===== config.mk =====
export PLATFORM = sky130hd
export DESIGN_NAME = plot_fb_receiver_flat
export DESIGN_NICKNAME = d
export VERILOG_FILES = /design/src/rtl/plot_fb_receiver_if.sv /design/src/rtl/plot_fb_receiver.sv /design/src/flat_wrapper.sv
export SDC_FILE = /design/constraint.sdc
export NUM_CORES = 1
export LEC_CHECK = 0
export CAP_MARGIN = 15
export CELL_PAD_IN_SITES_DETAIL_PLACEMENT = 1
export CELL_PAD_IN_SITES_GLOBAL_PLACEMENT = 1
export CORE_MARGIN = 3
export CORE_UTILIZATION = 44
export DETAILED_ROUTE_END_ITERATION = 6
export HOLD_SLACK_MARGIN = 0.05
export PLACE_DENSITY = 0.87
export SLEW_MARGIN = 10
export SYNTH_ARGS = -nofsm -noshare
export SYNTH_HDL_FRONTEND = slang
export SYNTH_SLANG_ARGS = --single-unit
export TNS_END_PERCENT = 1

===== constraint.sdc =====
create_clock -name clk -period 2.8 [get_ports clk]
set_input_delay 0.7 -clock clk [delete_from_list [all_inputs] [get_ports clk]]
set_output_delay 0.7 -clock clk [all_outputs]
set_load 0.05 [all_outputs]

===== src/rtl/plot_fb_receiver_if.sv =====
// Plot-request, scan-read and framebuffer RAM signals grouped for plot_fb_receiver.
// Latency: none (wiring only).
// Backpressure: ready is advisory; the producer may ignore it and plots are then dropped.
interface plot_fb_receiver_if;
    logic        plot;
    logic [7:0]  x;
    logic [6:0]  y;
    logic [2:0]  colour;
    logic        ready;
    logic        overflow;
    logic        clear_overflow;
    logic [7:0]  drop_count;
    logic        scan_req;
    logic [7:0]  scan_x;
    logic [6:0]  scan_y;
    logic        scan_busy;
    logic        scan_valid;
    logic [2:0]  scan_colour;
    logic [14:0] mem_addr;
    logic [2:0]  mem_wdata;
    logic        mem_we;
    logic [2:0]  mem_rdata;

    modport master (
        output plot, x, y, colour, clear_overflow, scan_req, scan_x, scan_y, mem_rdata,
        input  ready, overflow, drop_count, scan_busy, scan_valid, scan_colour,
               mem_addr, mem_wdata, mem_we
    );

    modport slave (
        input  plot, x, y, colour, clear_overflow, scan_req, scan_x, scan_y, mem_rdata,
        output ready, overflow, drop_count, scan_busy, scan_valid, scan_colour,
               mem_addr, mem_wdata, mem_we
    );
endinterface


===== src/rtl/plot_fb_receiver.sv =====
// Buffers pixel plots in a FIFO and writes them to a 160x120x3 framebuffer; serves scan-out reads first.
// Latency: plot to mem_we 2 cycles when idle; scan_req to scan_valid 3 cycles.
// Backpressure: none upstream; plots arriving on a full FIFO or out of range are dropped and counted.
module plot_fb_receiver #(
    parameter int FIFO_DEPTH = 8
) (
    input logic             clk,
    input logic             resetn,
    plot_fb_receiver_if.slave bus
);
    localparam int PW = $clog2(FIFO_DEPTH);
    localparam logic [PW:0]   CNT_FULL = (PW+1)'(FIFO_DEPTH);
    localparam logic [PW:0]   CNT_ONE  = (PW+1)'(1);
    localparam logic [PW-1:0] PTR_ONE  = PW'(1);

    typedef struct packed {
        logic [14:0] addr;
        logic [2:0]  colour;
    } entry_t;

    typedef enum logic [1:0] {IDLE, WR, RD, RD_WAIT} state_t;

    // y*160 + x built from shifts so no multiplier is needed
    function automatic logic [14:0] pix_addr(input logic [7:0] px, input logic [6:0] py);
        return ({8'd0, py} << 7) + ({8'd0, py} << 5) + {7'd0, px};
    endfunction

    entry_t          fifo_mem [FIFO_DEPTH];
    logic [PW-1:0]   wr_ptr, rd_ptr;
    logic [PW:0]     count;
    logic            fifo_full, in_range, push, pop, drop_range, drop_full;

    state_t          state, state_nx;
    logic [14:0]     scan_addr;
    logic            scan_pending, clr_pending, capture;
    logic            we_q, we_nx;
    logic [14:0]     addr_q, addr_nx;
    logic [2:0]      wdata_q, wdata_nx;
    logic            scan_valid_q;
    logic [2:0]      scan_colour_q;
    logic            overflow_q;
    logic [7:0]      drop_q;

    assign fifo_full  = (count == CNT_FULL);
    assign in_range   = (bus.x <= 8'd159) && (bus.y <= 7'd119);
    // fullness is judged on the count before any same-cycle pop
    assign push       = bus.plot && in_range && !fifo_full;
    assign drop_range = bus.plot && !in_range;
    assign drop_full  = bus.plot && in_range && fifo_full;

    // FIFO payload storage; contents need no reset since count gates reads
    always_ff @(posedge clk) begin
        if (push) fifo_mem[wr_ptr] <= '{addr: pix_addr(bus.x, bus.y), colour: bus.colour};
    end

    // FIFO pointers and occupancy
    always_ff @(posedge clk or negedge resetn) begin
        if (!resetn) begin
            wr_ptr <= '0;
            rd_ptr <= '0;
            count  <= '0;
        end else begin
            if (push) wr_ptr <= wr_ptr + PTR_ONE;
            if (pop)  rd_ptr <= rd_ptr + PTR_ONE;
            case ({push, pop})
                2'b10:   count <= count + CNT_ONE;
                2'b01:   count <= count - CNT_ONE;
                default: count <= count;
            endcase
        end
    end

    // sticky overflow flag and saturating drop counter; clear beats a coincident drop
    always_ff @(posedge clk or negedge resetn) begin
        if (!resetn) begin
            overflow_q <= 1'b0;
            drop_q     <= 8'd0;
        end else if (bus.clear_overflow) begin
            overflow_q <= 1'b0;
            drop_q     <= 8'd0;
        end else begin
            if (drop_full) overflow_q <= 1'b1;
            if ((drop_range || drop_full) && drop_q != 8'hFF) drop_q <= drop_q + 8'd1;
        end
    end

    // latch one scan request while no read is outstanding
    always_ff @(posedge clk or negedge resetn) begin
        if (!resetn) begin
            scan_pending <= 1'b0;
            scan_addr    <= '0;
        end else if (bus.scan_req && !bus.scan_busy) begin
            scan_pending <= 1'b1;
            scan_addr    <= pix_addr(bus.scan_x, bus.scan_y);
        end else if (clr_pending) begin
            scan_pending <= 1'b0;
        end
    end

    // state register plus registered RAM port and read-result outputs
    always_ff @(posedge clk or negedge resetn) begin
        if (!resetn) begin
            state         <= IDLE;
            we_q          <= 1'b0;
            addr_q        <= '0;
            wdata_q       <= '0;
            scan_valid_q  <= 1'b0;
            scan_colour_q <= '0;
        end else begin
            state        <= state_nx;
            we_q         <= we_nx;
            addr_q       <= addr_nx;
            wdata_q      <= wdata_nx;
            scan_valid_q <= capture;
            if (capture) scan_colour_q <= bus.mem_rdata;
        end
    end

    // next state: pending read beats queued writes; IDLE, WR and RD_WAIT share dispatch rules
    always_comb begin
        state_nx    = state;
        pop         = 1'b0;
        we_nx       = 1'b0;
        addr_nx     = addr_q;
        wdata_nx    = wdata_q;
        clr_pending = 1'b0;
        capture     = 1'b0;
        case (state)
            RD: begin
                state_nx = RD_WAIT;
            end
            default: begin
                capture = (state == RD_WAIT);
                if (scan_pending) begin
                    state_nx    = RD;
                    clr_pending = 1'b1;
                    addr_nx     = scan_addr;
                end else if (count != '0) begin
                    state_nx = WR;
                    pop      = 1'b1;
                    we_nx    = 1'b1;
                    addr_nx  = fifo_mem[rd_ptr].addr;
                    wdata_nx = fifo_mem[rd_ptr].colour;
                end else begin
                    state_nx = IDLE;
                end
            end
        endcase
    end

    assign bus.ready       = !fifo_full;
    assign bus.overflow    = overflow_q;
    assign bus.drop_count  = drop_q;
    assign bus.scan_busy   = scan_pending || (state == RD) || (state == RD_WAIT);
    assign bus.scan_valid  = scan_valid_q;
    assign bus.scan_colour = scan_colour_q;
    assign bus.mem_we      = we_q;
    assign bus.mem_addr    = addr_q;
    assign bus.mem_wdata   = wdata_q;
endmodule


===== src/flat_wrapper.sv =====
// flat-port wrapper written by rule: the top's interface ports become plain ports
module plot_fb_receiver_flat 
#(
    parameter int FIFO_DEPTH = 8
)
  (clk, resetn, bus_plot, bus_x, bus_y, bus_colour, bus_clear_overflow, bus_scan_req, bus_scan_x, bus_scan_y, bus_mem_rdata, bus_ready, bus_overflow, bus_drop_count, bus_scan_busy, bus_scan_valid, bus_scan_colour, bus_mem_addr, bus_mem_wdata, bus_mem_we);
  plot_fb_receiver_if bus_i ();
  input logic clk;
  input logic resetn;
  input wire logic [$bits(bus_i.plot)-1:0] bus_plot;
  input wire logic [$bits(bus_i.x)-1:0] bus_x;
  input wire logic [$bits(bus_i.y)-1:0] bus_y;
  input wire logic [$bits(bus_i.colour)-1:0] bus_colour;
  input wire logic [$bits(bus_i.clear_overflow)-1:0] bus_clear_overflow;
  input wire logic [$bits(bus_i.scan_req)-1:0] bus_scan_req;
  input wire logic [$bits(bus_i.scan_x)-1:0] bus_scan_x;
  input wire logic [$bits(bus_i.scan_y)-1:0] bus_scan_y;
  input wire logic [$bits(bus_i.mem_rdata)-1:0] bus_mem_rdata;
  output wire logic [$bits(bus_i.ready)-1:0] bus_ready;
  output wire logic [$bits(bus_i.overflow)-1:0] bus_overflow;
  output wire logic [$bits(bus_i.drop_count)-1:0] bus_drop_count;
  output wire logic [$bits(bus_i.scan_busy)-1:0] bus_scan_busy;
  output wire logic [$bits(bus_i.scan_valid)-1:0] bus_scan_valid;
  output wire logic [$bits(bus_i.scan_colour)-1:0] bus_scan_colour;
  output wire logic [$bits(bus_i.mem_addr)-1:0] bus_mem_addr;
  output wire logic [$bits(bus_i.mem_wdata)-1:0] bus_mem_wdata;
  output wire logic [$bits(bus_i.mem_we)-1:0] bus_mem_we;
  assign bus_i.plot = bus_plot;
  assign bus_i.x = bus_x;
  assign bus_i.y = bus_y;
  assign bus_i.colour = bus_colour;
  assign bus_i.clear_overflow = bus_clear_overflow;
  assign bus_i.scan_req = bus_scan_req;
  assign bus_i.scan_x = bus_scan_x;
  assign bus_i.scan_y = bus_scan_y;
  assign bus_i.mem_rdata = bus_mem_rdata;
  assign bus_ready = bus_i.ready;
  assign bus_overflow = bus_i.overflow;
  assign bus_drop_count = bus_i.drop_count;
  assign bus_scan_busy = bus_i.scan_busy;
  assign bus_scan_valid = bus_i.scan_valid;
  assign bus_scan_colour = bus_i.scan_colour;
  assign bus_mem_addr = bus_i.mem_addr;
  assign bus_mem_wdata = bus_i.mem_wdata;
  assign bus_mem_we = bus_i.mem_we;
  plot_fb_receiver #(.FIFO_DEPTH(FIFO_DEPTH)) u_core (.clk(clk), .resetn(resetn), .bus(bus_i));
endmodule

* After elaboration in Yosys (flattened, before gate mapping) *
Memories as Yosys holds them, arrays and structs flattened.
Index checks and enable logic that the tools add are counted.

cells by class
  add/subtract/negate cells = 9
  $lt $le $gt $ge = 2
  equality and inequality tests = 6
  muxes and demuxes = 20
  bitwise gates (word level) = 2
  reduce and logical (&&, ||, !) cells = 21

operators by type and width
  operator               count
  $add A14 B12 Y15       2
  $add A15 B8 Y15        2
  $mux W15               2
  $mux W8                2
  $mux W1                13
  $reduce_bool A2 Y1     5
  $add A8 B1 Y8 const B  1
  $le A8 B8 Y1 const B   1
  $ne A8 B8 Y1 const B   1
  $pmux W4 S2            1
  $le A7 B7 Y1 const B   1
  $logic_and A1 B1 Y1    7
  $add A3 B1 Y3 const B  2
  $eq A2 B2 Y1 const B   3
  $add A4 B1 Y4 const B  1
  $eq A4 B4 Y1 const B   1
  $mux W2                2
  $reduce_bool A4 Y1     1
  $sub A4 B1 Y4 const B  1
  $logic_not A1 Y1       3
  $logic_or A1 B1 Y1     3
  $reduce_and A3 Y1      1
  $eq A2 B1 Y1 const B   1
  $not A1 Y1             2
  $reduce_and A2 Y1      1

word-level totals
  register bits after elaboration = 60
  memory bits (writable) = 144
  input bits = 41
  output and inout port bits = 34
  logic and storage cells = 74
  memories kept = 1

memories
  memory           words  width  rd ports  clocked after memory_dff  wr ports  line                    source
  u_core.fifo_mem  8      18     1         0                         1         plot_fb_receiver.sv:28  entry_t fifo_mem [FIFO_DEPTH];

* Longest topological paths before layout *
Gate-level depths: netlist (run 1).

  word-level depth = 8
  gate-level depth with buffers = 11
  depth with buffers taken out = 10

* Worst setup path after synthesis (run 1) *
OpenSTA, ideal clock, no wires.

  path type = in2reg
  start point = in bus_x[6]
  end point = mem u_core.fifo_mem[4][0] in the netlist's numbering, enable pin
  library setup time = 0.416 ns
  data arrival time = 2.861 ns
  required time = 2.384 ns
  slack = -0.477 ns
  stages on the path = 4
  buffers on the path = 0
  cells stage by stage = o21ai_0 > nand4_1 > or2_2 > nor3_1

between the ends
  longest elaborated chain between the ends = 6

ends and longest elaborated chain
  element                            line                    source
  from (decl)                        flat_wrapper.sv:11      input wire logic [$bits(bus_i.x)-1:0] bus_x;
  $le A8 B8 Y1                       plot_fb_receiver.sv:45  assign in_range = (bus.x <= 8'd159) && (bus.y <= 7'd119);
  $logic_and A1 B1 Y1                plot_fb_receiver.sv:45
  $logic_and A1 B1 Y1 (2 in series)  plot_fb_receiver.sv:47  assign push = bus.plot && in_range && !fifo_full;
  $mux W1                            plot_fb_receiver.sv:53  if (push) fifo_mem[wr_ptr] <= '{addr: pix_addr(bus.x, bus.y), colour: bus.colour};
  $mux W1 (not written as such)      plot_fb_receiver.sv:53
  to (decl)                          plot_fb_receiver.sv:28

No other way between the ends.

* Worst setup path in the final report (run 1) *
  start point = reg u_core.count[1]
  end point = out bus_ready

between the ends
  longest elaborated chain between the ends = 2

ends and longest elaborated chain
  element                 line                     source
  from (decl)             plot_fb_receiver.sv:30   logic [PW:0] count;
  from (signal assigned)  plot_fb_receiver.sv:66   2'b10: count <= count + CNT_ONE;
  from (signal assigned)  plot_fb_receiver.sv:67   2'b01: count <= count - CNT_ONE;
  from (signal assigned)  plot_fb_receiver.sv:68   default: count <= count;
  $eq A4 B4 Y1            plot_fb_receiver.sv:44   assign fifo_full = (count == CNT_FULL);
  $logic_not A1 Y1        plot_fb_receiver.sv:151  assign bus.ready = !fifo_full;
  to (decl)               flat_wrapper.sv:19       output wire logic [$bits(bus_i.ready)-1:0] bus_ready;

No other way between the ends.

==> results.md, run 1 <==
* Final slew viol count at 0
* Sw Ratio at 34.4%
* Syn avg cell area at 15.6 sq um
* Layout Nets at 787
* CP cell instances: or4b_4 > dlygate4sd2_1
* Area after DPL at about 10000 sq um
* Largest family of logic cells by synthesized area: multiplexers
* Commonest non-fill, non-tap cells in the layout: edfxtp_1, clkdlybuf4s50_1, nand2_1, dfrtp_1, buf_4
* Max incr delay on CP at 620 ps
* Complex-gate fraction of the synthesized area at 5.81%
* Reg power frac at 37.2%
* GPL Wtd Cong at 0.808
* Reg-to-reg startpoint: u_core.count[1]
* IO buf count at 74
* Relative slew slack at 51.5%
* Power per standard cell area at 1030 nW/um^2
* Non-Filler Instances at 989
* Tot GR Track Use at 20.2%
* Clk pwr share at 25.5%
* Clock buffer depth at 3
* Dpl cells at 952
* Post-synthesis cell area at between 8000 and 9000 sq um
* Logic pwr share at 37.3%
* Fin area at 11200 sq um
* Fmax at 365 MHz
* Setup TNS Final at 0 ps
* Avg WL per Cell at 22.2 microns
* Xor/xnor share of the synthesized area at 1.38%
* Min Tclk post-route at ~2700 ps
* Mux share of post-synthesis cell area at 12.4%
* Synth cell types at 50
* Die width at 148 microns
* Vias in the first global route at slightly above 6000
* Int Pwr at roughly 7.6 mW
* Synthesized flop and latch total at slightly above 200
* Final setup viols at 0
* Dpl hpwl at 15.0 mm
* Worst-path fanout max at 7
* Synthesis Warnings at 0
* Seq/Total Area, Yosys at 65.5%
* R2r endpoint: u_core.count[2]
* Worst Path Required at approximately 2100 ps
* Post-synth EDFFs at 144
* Period Utilization, post-route at 97.8%
* Die Area at 21900 sq um
* CTS tree: built
* Vias/cell at 5.61
* Leak at 4.22 nW
* Synth Instances at about 570
* TritonCTS Buffers at 21
* Setup crit start kind: flop
* Final core occ at 57.1%
* N_diodes at 0
* WL final at roughly 22 mm
* H-tree depth at 1
* Critical Path AT at 2040 ps
* Reg-to-reg slack, setup at 260 ps
* Filler Cell Count at 1910
* Fraction of layout cells with a size suffix above 1 at 22.0%
* Largest net degree at the start of global routing at 39
* Synth async-reset ratio at 29.4%
* # IOs at 75
* Area Growth Syn to Fin at 26.3%
* RSZ-0062 raised after global routing: no
* Sequential cell area at 5830 sq um
* Syn nets at 648
* Hold Vio Cnt, Final at 0
* Min-Delay Path Class: input pin to asynchronous set/reset pin
* Worst VDD drop at approximately 0.38 mV
* Core Rows at 51
* DRC Markers at 0
* Cells on worst reg2reg path at 9
* Initial core utilization at 45.2%
* Synth Flop Type: edfxtp_1
* 1st-iter DRT viols at 400
* Footprint of the multi-input gates at around 3000 sq um
* Clk_skew at around 19 ps
* Root Buffer: clkbuf_16
* CTS Hold Bufs at 0
* Most common cell after layout, fill and taps aside: edfxtp_1
* Worst Tran Pin Value at between 700 and 800 ps
* Clk sinks at slightly above 200
* Adder-Cell Fraction of Synth Area at 5.40%
* Simple-gate portion of the synthesized area at 7.99%
* Initial antenna violation count at 0
* Global-route wire length before repair at 34.8 mm
* Via count at 5549
* Clock Latency Late Sink at 490 ps
* Max-cap violations at 0
* Crit. End Element: output pin
* First-pass iteration count of the detailed router at 4
* Post-route antenna net violation count at 0
* Psw at between 3 and 4 mW
* Critical path class: flop to output pin
* Overflow after GRT at 0
* Outcome: finished, final reports clean
* Clock slew at reported path FFs at 60 ps
* Chip Height at 148 microns
* Core Box Area at approximately 20000 sq um
* Slowest stage cell, crit path: or4b_4
-- per-layer routing --
metal,share of wire (%),track usage [%],up-vias
met4,1.3,3.97,0
met3,4.4,2.19,26
met1,41,26.2,2869
li1,-,-,2501
met5,0,0,-
met2,53,37.1,153
-- layout make-up --
cell class                      instances  share of cell area, %
Tap cell                              265                   2.95
Multi-Input combinational cell        333                   26.5
Timing Repair Buffer                  139                   11.8
Clock inverter                         13                   1.70
Sequential cell                       204                   51.9
Inverter                               11                  0.368
Clock buffer                           24                   4.78
-- worst max path at each step --
stage | start | endpoint
detailed placement | bus_y[0] | u_core.fifo_mem[6][15]
finish | u_core.count[1] | bus_ready
floorplan | bus_x[6] | u_core.fifo_mem[0][0]
global placement | bus_y[0] | u_core.fifo_mem[4][15]
CTS | bus_scan_y[0] | u_core.scan_addr[13]
global route | bus_x[6] | u_core.count[2]
-- cell usage after synthesis (10+ instances only) --
library cell / n / area share [%]
a21oi_1: 12 / 0.68
clkbuf_1: 16 / 0.68
dfrtp_1: 60 / 17
edfxtp_1: 144 / 49
ha_1: 32 / 4.5
inv_1: 11 / 0.46
mux2i_1: 21 / 2.4
mux4_2: 36 / 9.1
nand2_1: 59 / 2.5
nand3_1: 19 / 1.1
nor2_1: 15 / 0.63
o211ai_1: 16 / 1.4
o21ai_0: 13 / 0.73
xnor2_1: 10 / 0.99
-- through the flow --
stage | total power [mW] | hold WS (ps) | worst slack [ps]
finish | 11.5 | 257 | 60.4
global route | 12.1 | 311 | 22.3
CTS | 11.6 | 261 | 7.04
detailed placement | 8.64 | 476 | -681
global placement | 8.31 | 463 | -531
floorplan | 7.07 | 404 | -365
-- power by group through the flow --
stage	sequential, mW	combinational, mW	clock (mW)
after global placement	4.27	4.04	0
final	4.29	4.31	2.94
after detailed placement	4.34	4.30	0
after global routing	4.34	4.64	3.11
after CTS	4.29	4.36	2.99
after floorplan	4.81	2.26	0
-- flip-flops by register name, summed over array words and instances (netlist names) --
register and flops:
u_core.bus.drop_count 8, u_core.scan_pending 1, u_core.fifo_mem 144, u_core.rd_ptr 3, u_core.bus.scan_valid 1, u_core.bus.mem_wdata 3, u_core.bus.scan_colour 3, u_core.bus.overflow 1
u_core.scan_addr 15, u_core.state 2, u_core.bus.mem_we 1, u_core.bus.mem_addr 15, u_core.count 4, u_core.wr_ptr 3
-- timing repair --
action | CTS | global route
buffers inserted | 0 | 0
resized for setup | 9 | 5
endpoints found under the setup margin | 30 | 41
pin swaps | 1 | 2
-- logic make-up (layout without fill, tap and decap cells) --
kind of cell / Yosys count / count (layout)
fa+ha+maj: 36 / 36
simple gates: 144 / 144
mux: 64 / 64
compound gates: 75 / 75
buf+inv: 34 / 187
xor+xnor: 14 / 14
flops: 204 / 204
-- critical path, delay by kind of cell, from the launching register on --
kind                   cells  cell delay, ps
flip-flops                 1             480
AND/OR/NAND/NOR            1             620
buffers and inverters      1             450
(Power assumes the default switching activity.)
==> run 2: changes to the inputs <==
- CORE_MARGIN: 3 -> default
==> results.md, run 2 (same netlist as run 1, synthesis figures left out) <==
* Outcome: finished, final reports clean
* Setup TNS Final at 0 ps (unchanged)
* Slowest stage cell, crit path: or4b_4
* Most common cell after layout, fill and taps aside: edfxtp_1
* Layout Nets at 785 (-0.25%)
* Commonest non-fill, non-tap cells in the layout: edfxtp_1, clkdlybuf4s50_1, nand2_1, dfrtp_1, buf_4
* Fmax at 365 MHz (about the same)
* Largest net degree at the start of global routing at 61 (+56%)
* TritonCTS Buffers at 21 (unchanged)
* Biggest register: u_core.fifo_mem
* Root Buffer: clkbuf_16
* Worst Path Required at 2100 ps (about the same)
* Power per standard cell area at 1010 nW/um^2 (-2.2%)
* Final setup viols at 0 (unchanged)
* Clock buffer depth at 3 (unchanged)
* N_diodes at 0 (unchanged)
* First-pass iteration count of the detailed router at 4 (unchanged)
* Max incr delay on CP at 630 ps (about the same)
* Initial core utilization at 45.2% (unchanged)
* Core Box Area at 19700 sq um (unchanged)
* Largest register FFs at 144 (unchanged)
* Leak at 4.19 nW (-0.64%)
* Relative slew slack at 49.7% (-1.8 points)
* # IOs at 75 (unchanged)
* Core Rows at 51 (unchanged)
* Min Tclk post-route at 2740 ps (-0.905 ps)
* Clock slew at reported path FFs at 60 ps (about the same)
* Fin area at 11100 sq um (-0.97%)
* Overflow after GRT at 0 (unchanged)
* Fin Hold WS at 207 ps (-49.7 ps)
* Period Utilization, post-route at 97.8% (about the same)
* Vias/cell at 5.60 (-0.25%)
* Fraction of layout cells with a size suffix above 1 at 20.8% (-1.1 points)
* GPL Wtd Cong at 0.822 (+1.8%)
* Tot GR Track Use at 21.8% (+1.6 points)
* Area after DPL at 10400 sq um (-0.14%)
* Via count at 5513 (-0.65%)
* Clk sinks at 204 (unchanged)
* Chip Height at 144 microns (-2.7%)
* Min-Delay Path Class: input pin to asynchronous set/reset pin
* Clk_skew at 27.8 ps (+8.94 ps)
* Dpl hpwl at 14.8 mm (-1.3%)
* Vias in the first global route at 5993 (-2.9%)
* IO buf count at 74 (unchanged)
* DRC Markers at 0 (unchanged)
* Worst VDD drop at 0.413 mV (+7.5%)
* Worst-path fanout max at 7 (unchanged)
* H-tree depth at 1 (unchanged)
* Setup crit start kind: flop
* Initial antenna violation count at 0 (unchanged)
* CP cell instances: or4b_4 > dlygate4sd2_1
* WL final at 21.6 mm (-1.9%)
* CTS tree: built
* Filler Cell Count at 1909 (-0.052%)
* Max-cap violations at 0 (unchanged)
* 1st-iter DRT viols at 350 (-13%)
* Reg-to-reg startpoint: u_core.count[1]
* Die width at 144 microns (-2.7%)
* Post-route antenna net violation count at 0 (unchanged)
* Crit. End Element: output pin
* Worst setup startpoint: u_core.count[1]
* Global-route wire length before repair at 33.6 mm (-3.7%)
* Die Area at 20800 sq um (-5.3%)
* Hold Vio Cnt, Final at 0 (unchanged)
* Area Growth Syn to Fin at 25.1%
* Final slew viol count at 0 (unchanged)
* Critical path class: flop to output pin
* Critical Path AT at 2040 ps (about the same)
* Avg WL per Cell at 21.9 microns (-1.5%)
* Clock Latency Late Sink at 500 ps (about the same)
* Worst Tran Pin Value at 749 ps (+21.7 ps)
## run 2: cell types whose count changed in the layout (fill, tap and decap cells not counted), moves of 2 or more
cell,delta
bufinv_16,-4
clkinvlp_4,-2
buf_4,-2
dlymetal6s2s_1,+2
dlygate4sd2_1,-2
clkbuf_1,+4
## run 2: what timing repair did
| item | CTS | global route |
|---|---|---|
| hold buffers | 0 | 0 |
| endpoints found under the setup margin | 26 | 33 |
| buffers inserted | 0 | 0 |
| gates resized for setup | 5 | 6 |
| pin swaps | 1 | 0 |
## run 2: worst paths after layout
| check | slack (ps) | endpoint | cells after the start |
|---|---|---|---|
| min in group clk | 500 | u_core.scan_addr[0] | 2 |
| max | 60 | bus_ready | 2 |
| max reg2reg | 220 | u_core.count[3] | 9 |
| min reg2reg | 500 | u_core.scan_addr[0] | 2 |
| min | 210 | u_core.bus.drop_count[7] | 2 |
| max in group asynchronous | 2290 | u_core.rd_ptr[0] | 2 |
## run 2: cell type report
cell class	instances	area (sq um)	area share [%]
Clock inverter	6	56.3	0.506
Sequential cell	204	5830	52.4
Timing Repair Buffer	137	1320	11.8
Inverter	11	41.3	0.371
Multi-Input combinational cell	333	2980	26.8
Tap cell	265	332	2.98
Clock buffer	29	566	5.09
## run 2: metal layers
| layer | up-vias | GRT usage (%) | part of all wire, % |
|---|---|---|---|
| met5 | - | 0 | 0 |
| met4 | 0 | 4.27 | 1.2 |
| met3 | 25 | 2.95 | 4.5 |
| met2 | 152 | 40.4 | 53 |
| met1 | 2848 | 27.1 | 41 |
| li1 | 2488 | - | - |
## run 2: power by group
part / internal, mW / total (mW) / switching (mW) / leakage, nW
combinational: 1.82 / 4.25 / 2.44 / 1.85
clock: 1.50 / 2.59 / 1.09 / 0.304
sequential: 3.92 / 4.34 / 0.412 / 2.04
total: 7.24 / 11.2 / 3.94 / 4.19
## run 2: critical path, delay by kind of cell, from the launching register on
family	cells	cell delay, ps
flops	1	480
simple gates	1	630
buf+inv	1	450
## run 2: through the flow
stage / utilization (%) / worst slack, ps / power, mW / cells
finish: 56.6 / 61.3 / 11.2 / 985
global route: 56.6 / -39.0 / 11.7 / 985
CTS: 56.4 / 4.74 / 11.3 / 985
detailed placement: 53.2 / -716 / 8.63 / 950
global placement: 53.2 / -525 / 8.31 / 950
floorplan: - / -365 / 7.07 / 571
==> run 3: changes to the inputs <==
--- a/config.mk
+++ b/config.mk
@@ -10,7 +10,7 @@
 export CELL_PAD_IN_SITES_GLOBAL_PLACEMENT = 1
-export CORE_UTILIZATION = 44
+export CORE_UTILIZATION = 53
 export DETAILED_ROUTE_END_ITERATION = 6
 export HOLD_SLACK_MARGIN = 0.05
-export PLACE_DENSITY = 0.87
-export SLEW_MARGIN = 10
+export PLACE_DENSITY = 0.95
+export SLEW_MARGIN = 5
 export SYNTH_ARGS = -nofsm -noshare
==> constraint.sdc (replaced) <==
create_clock -name clk -period 3.2 [get_ports clk]
set_input_delay 0.48 -clock clk [delete_from_list [all_inputs] [get_ports clk]]
set_output_delay 0.48 -clock clk [all_outputs]
set_load 0.05 [all_outputs]
==> results.md, run 3 (same netlist as run 1, synthesis figures left out) <==
* Dpl cells at 856 (-9.9%)
* Hold Vio Cnt, Final at 0 (unchanged)
* Int Pwr at 6.23 mW (-14%)
* Crit. End Element: flop
* Post CTS Setup Buffer Count at 0 (unchanged)
* CTS tree: built
* Clk_skew at 18.1 ps (-9.74 ps)
* # IOs at 75 (unchanged)
* TritonCTS Buffers at 21 (unchanged)
* Vias/cell at 6.16 (+10%)
* Logic pwr share at 37.3% (-0.8 points)
* Fraction of layout cells with a size suffix above 1 at 15.3% (-5.5 points)
* Initial antenna violation count at 1 (+1)
* DRC Markers at 0 (unchanged)
* Psw at 3.59 mW (-8.9%)
* Critical Path AT at 3350 ps (+1310 ps)
* Setup crit start kind: flop
* WL final at 23.5 mm (+8.9%)
* Crit path depth at 10 (+8)
* Sw Ratio at 36.6% (+1.3 points)
* Largest register FFs at 144 (unchanged)
* Clk sinks at 204 (unchanged)
* Filler Cell Count at 1466 (-23%)
* Critical path class: flop to flop
* IO buf count at 74 (unchanged)
* Root Buffer: clkbuf_16
* Core Box Area at 16100 sq um (-18%)
* RSZ-0062 raised after global routing: no
* Overflow after GRT at 0 (unchanged)
* Global-route wire length before repair at 36.8 mm (+9.8%)
* First-pass iteration count of the detailed router at 5 (+1)
* Commonest non-fill, non-tap cells in the layout: edfxtp_1, clkdlybuf4s50_1, nand2_1, dfrtp_1, mux4_2
* Post-route antenna net violation count at 0 (unchanged)
* Chip Height at 132 microns (-8.8%)
* Avg WL per Cell at 26.2 microns (+20%)
* Dpl hpwl at 14.7 mm (-0.16%)
* Worst setup startpoint: u_core.count[1]
* Fin Hold WS at 152 ps (-55.1 ps)
* Relative slew slack at 29.3% (-20 points)
* Final slew viol count at 0 (unchanged)
* Slowest stage cell, crit path: nor4_1
* Layout Nets at 740 (-5.7%)
* Most used cell, CP: xor2_1
* Final setup viols at 0 (unchanged)
* Reg-to-reg startpoint: u_core.count[1]
* Clk pwr share at 23.8% (+0.6 points)
* Reg power frac at 39.0% (+0.2 points)
* Leak at 3.93 nW (-6.2%)
* Core Rows at 46 (-9.8%)
* Max-cap violations at 0 (unchanged)
* Clock Latency Late Sink at 510 ps (about the same)
* Setup crit end: u_core.count[2]
* Fmax at 339 MHz
* Worst VDD drop at 0.538 mV (+30%)
* Via count at 5517 (+0.073%)
* CP cell instances: nor4_1 > or3_1 > inv_1 > ha_1 > xor2_1 > ha_1 > a21oi_1 > xor2_1 > nor2_1 > xor2_1
* GPL Wtd Cong at 0.798 (-3.0%)
* Reg-to-reg slack, setup at 250 ps (+30 ps)
* Max incr delay on CP at 560 ps (-70 ps)
* Die width at 132 microns (-8.8%)
* Worst Tran Pin Value at 1060 ps (+312 ps)
* Power per standard cell area at 918 nW/um^2 (-8.7%)
* Crit path buffers/inverters at 1 (unchanged)
* 1st-iter DRT viols at 425 (+21%)
* Area Growth Syn to Fin at 20.3%
* Min-Delay Path Class: input pin to asynchronous set/reset pin
* Post-CTS sizing at 0 (-5)
* Biggest register: u_core.fifo_mem
* H-tree depth at 1 (unchanged)
* Worst Path Required at 3600 ps (+1500 ps)
* Cells on worst reg2reg path at 10 (+1)
* Min Tclk post-route at 2950 ps
* Clock buffer depth at 3 (unchanged)
* Initial core utilization at 55.2% (+9.9 points)
* Largest net degree at the start of global routing at 44 (-28%)
* Clock slew at reported path FFs at 70 ps (about the same)
* CTS Hold Bufs at 0 (unchanged)
* R2r endpoint: u_core.count[2]
* Outcome: finished, final reports clean
* Die Area at 17300 sq um (-17%)
* Vias in the first global route at 6242 (+4.2%)
* Non-Filler Instances at 895 (-9.1%)
* Family with the most delay on the worst path: simple AND/OR/NAND/NOR gates
* Setup TNS Final at 0 ps (unchanged)
* Tot GR Track Use at 28.5% (+6.7 points)
* Worst-path fanout max at 7 (unchanged)
* Period Utilization, post-route at 92.1%
* Most common cell after layout, fill and taps aside: edfxtp_1
==> run 3: cell types whose count changed in the layout (fill, tap and decap cells not counted), sizes merged <==
cell / before / now
clkinvlp: 0 / 1
buf: 64 / 19
clkinv: 4 / 6
dlymetal6s2s: 3 / 0
diode: 0 / 1
clkdlybuf4s50: 69 / 73
dlygate4sd2: 1 / 0
==> run 3: per-stage QoR <==
| stage | power (mW) | instance area (sq um) | utilization (%) | worst slack [ps] |
|---|---|---|---|---|
| floorplan | 6.18 | 8890 | - | 143 |
| global placement | 7.09 | 10000 | 62.4 | 41.6 |
| detailed placement | 7.43 | 10000 | 62.4 | -96.0 |
| CTS | 9.86 | 10700 | 66.4 | 242 |
| global route | 10.2 | 10700 | 66.4 | 20.0 |
| finish | 9.82 | 10700 | 66.4 | 252 |
==> run 3: worst min-delay path by stage <==
stage | startpoint | end | slack, ps | cells past startpoint
2_1_floorplan | resetn | u_core.bus.drop_count[0] | 180 | 0
3_3_place_gp | u_core.scan_addr[7] | u_core.scan_addr[7] | 460 | 2
3_5_place_dp | u_core.scan_addr[7] | u_core.scan_addr[7] | 480 | 2
4_1_cts | resetn | u_core.bus.overflow | 160 | 1
5_1_grt | resetn | u_core.bus.overflow | 230 | 1
6_report | resetn | u_core.bus.drop_count[5] | 150 | 1
==> run 3: power groups by stage <==
stage               logic [mW]  clock network [mW]  registers (mW)
floorplan                 1.98                   0            4.21
global placement          3.31                   0            3.78
detailed placement        3.58                   0            3.85
CTS                       3.68                2.36            3.82
global route              3.90                2.44            3.87
finish                    3.66                2.33            3.83
==> run 3: cell type report <==
| class | instances | area (sq um) | area share, % |
|---|---|---|---|
| clock inverters | 9 | 78.8 | 0.737 |
| repair buffers | 92 | 971 | 9.08 |
| clock buffers | 29 | 566 | 5.29 |
| flip-flops and latches | 204 | 5830 | 54.5 |
| diodes | 1 | 2.50 | 0.0234 |
| inverters | 11 | 41.3 | 0.386 |
| well taps | 216 | 270 | 2.53 |
| multi-input cells | 333 | 2940 | 27.5 |
==> run 3: layer usage <==
layer / GRT usage [%] / wire, microns / vias up
met4: 13.3 / 898 / 0
met5: 0 / 0 / -
met3: 4.55 / 1360 / 63
met2: 49.5 / 12200 / 229
li1: - / - / 2398
met1: 35.0 / 9050 / 2827
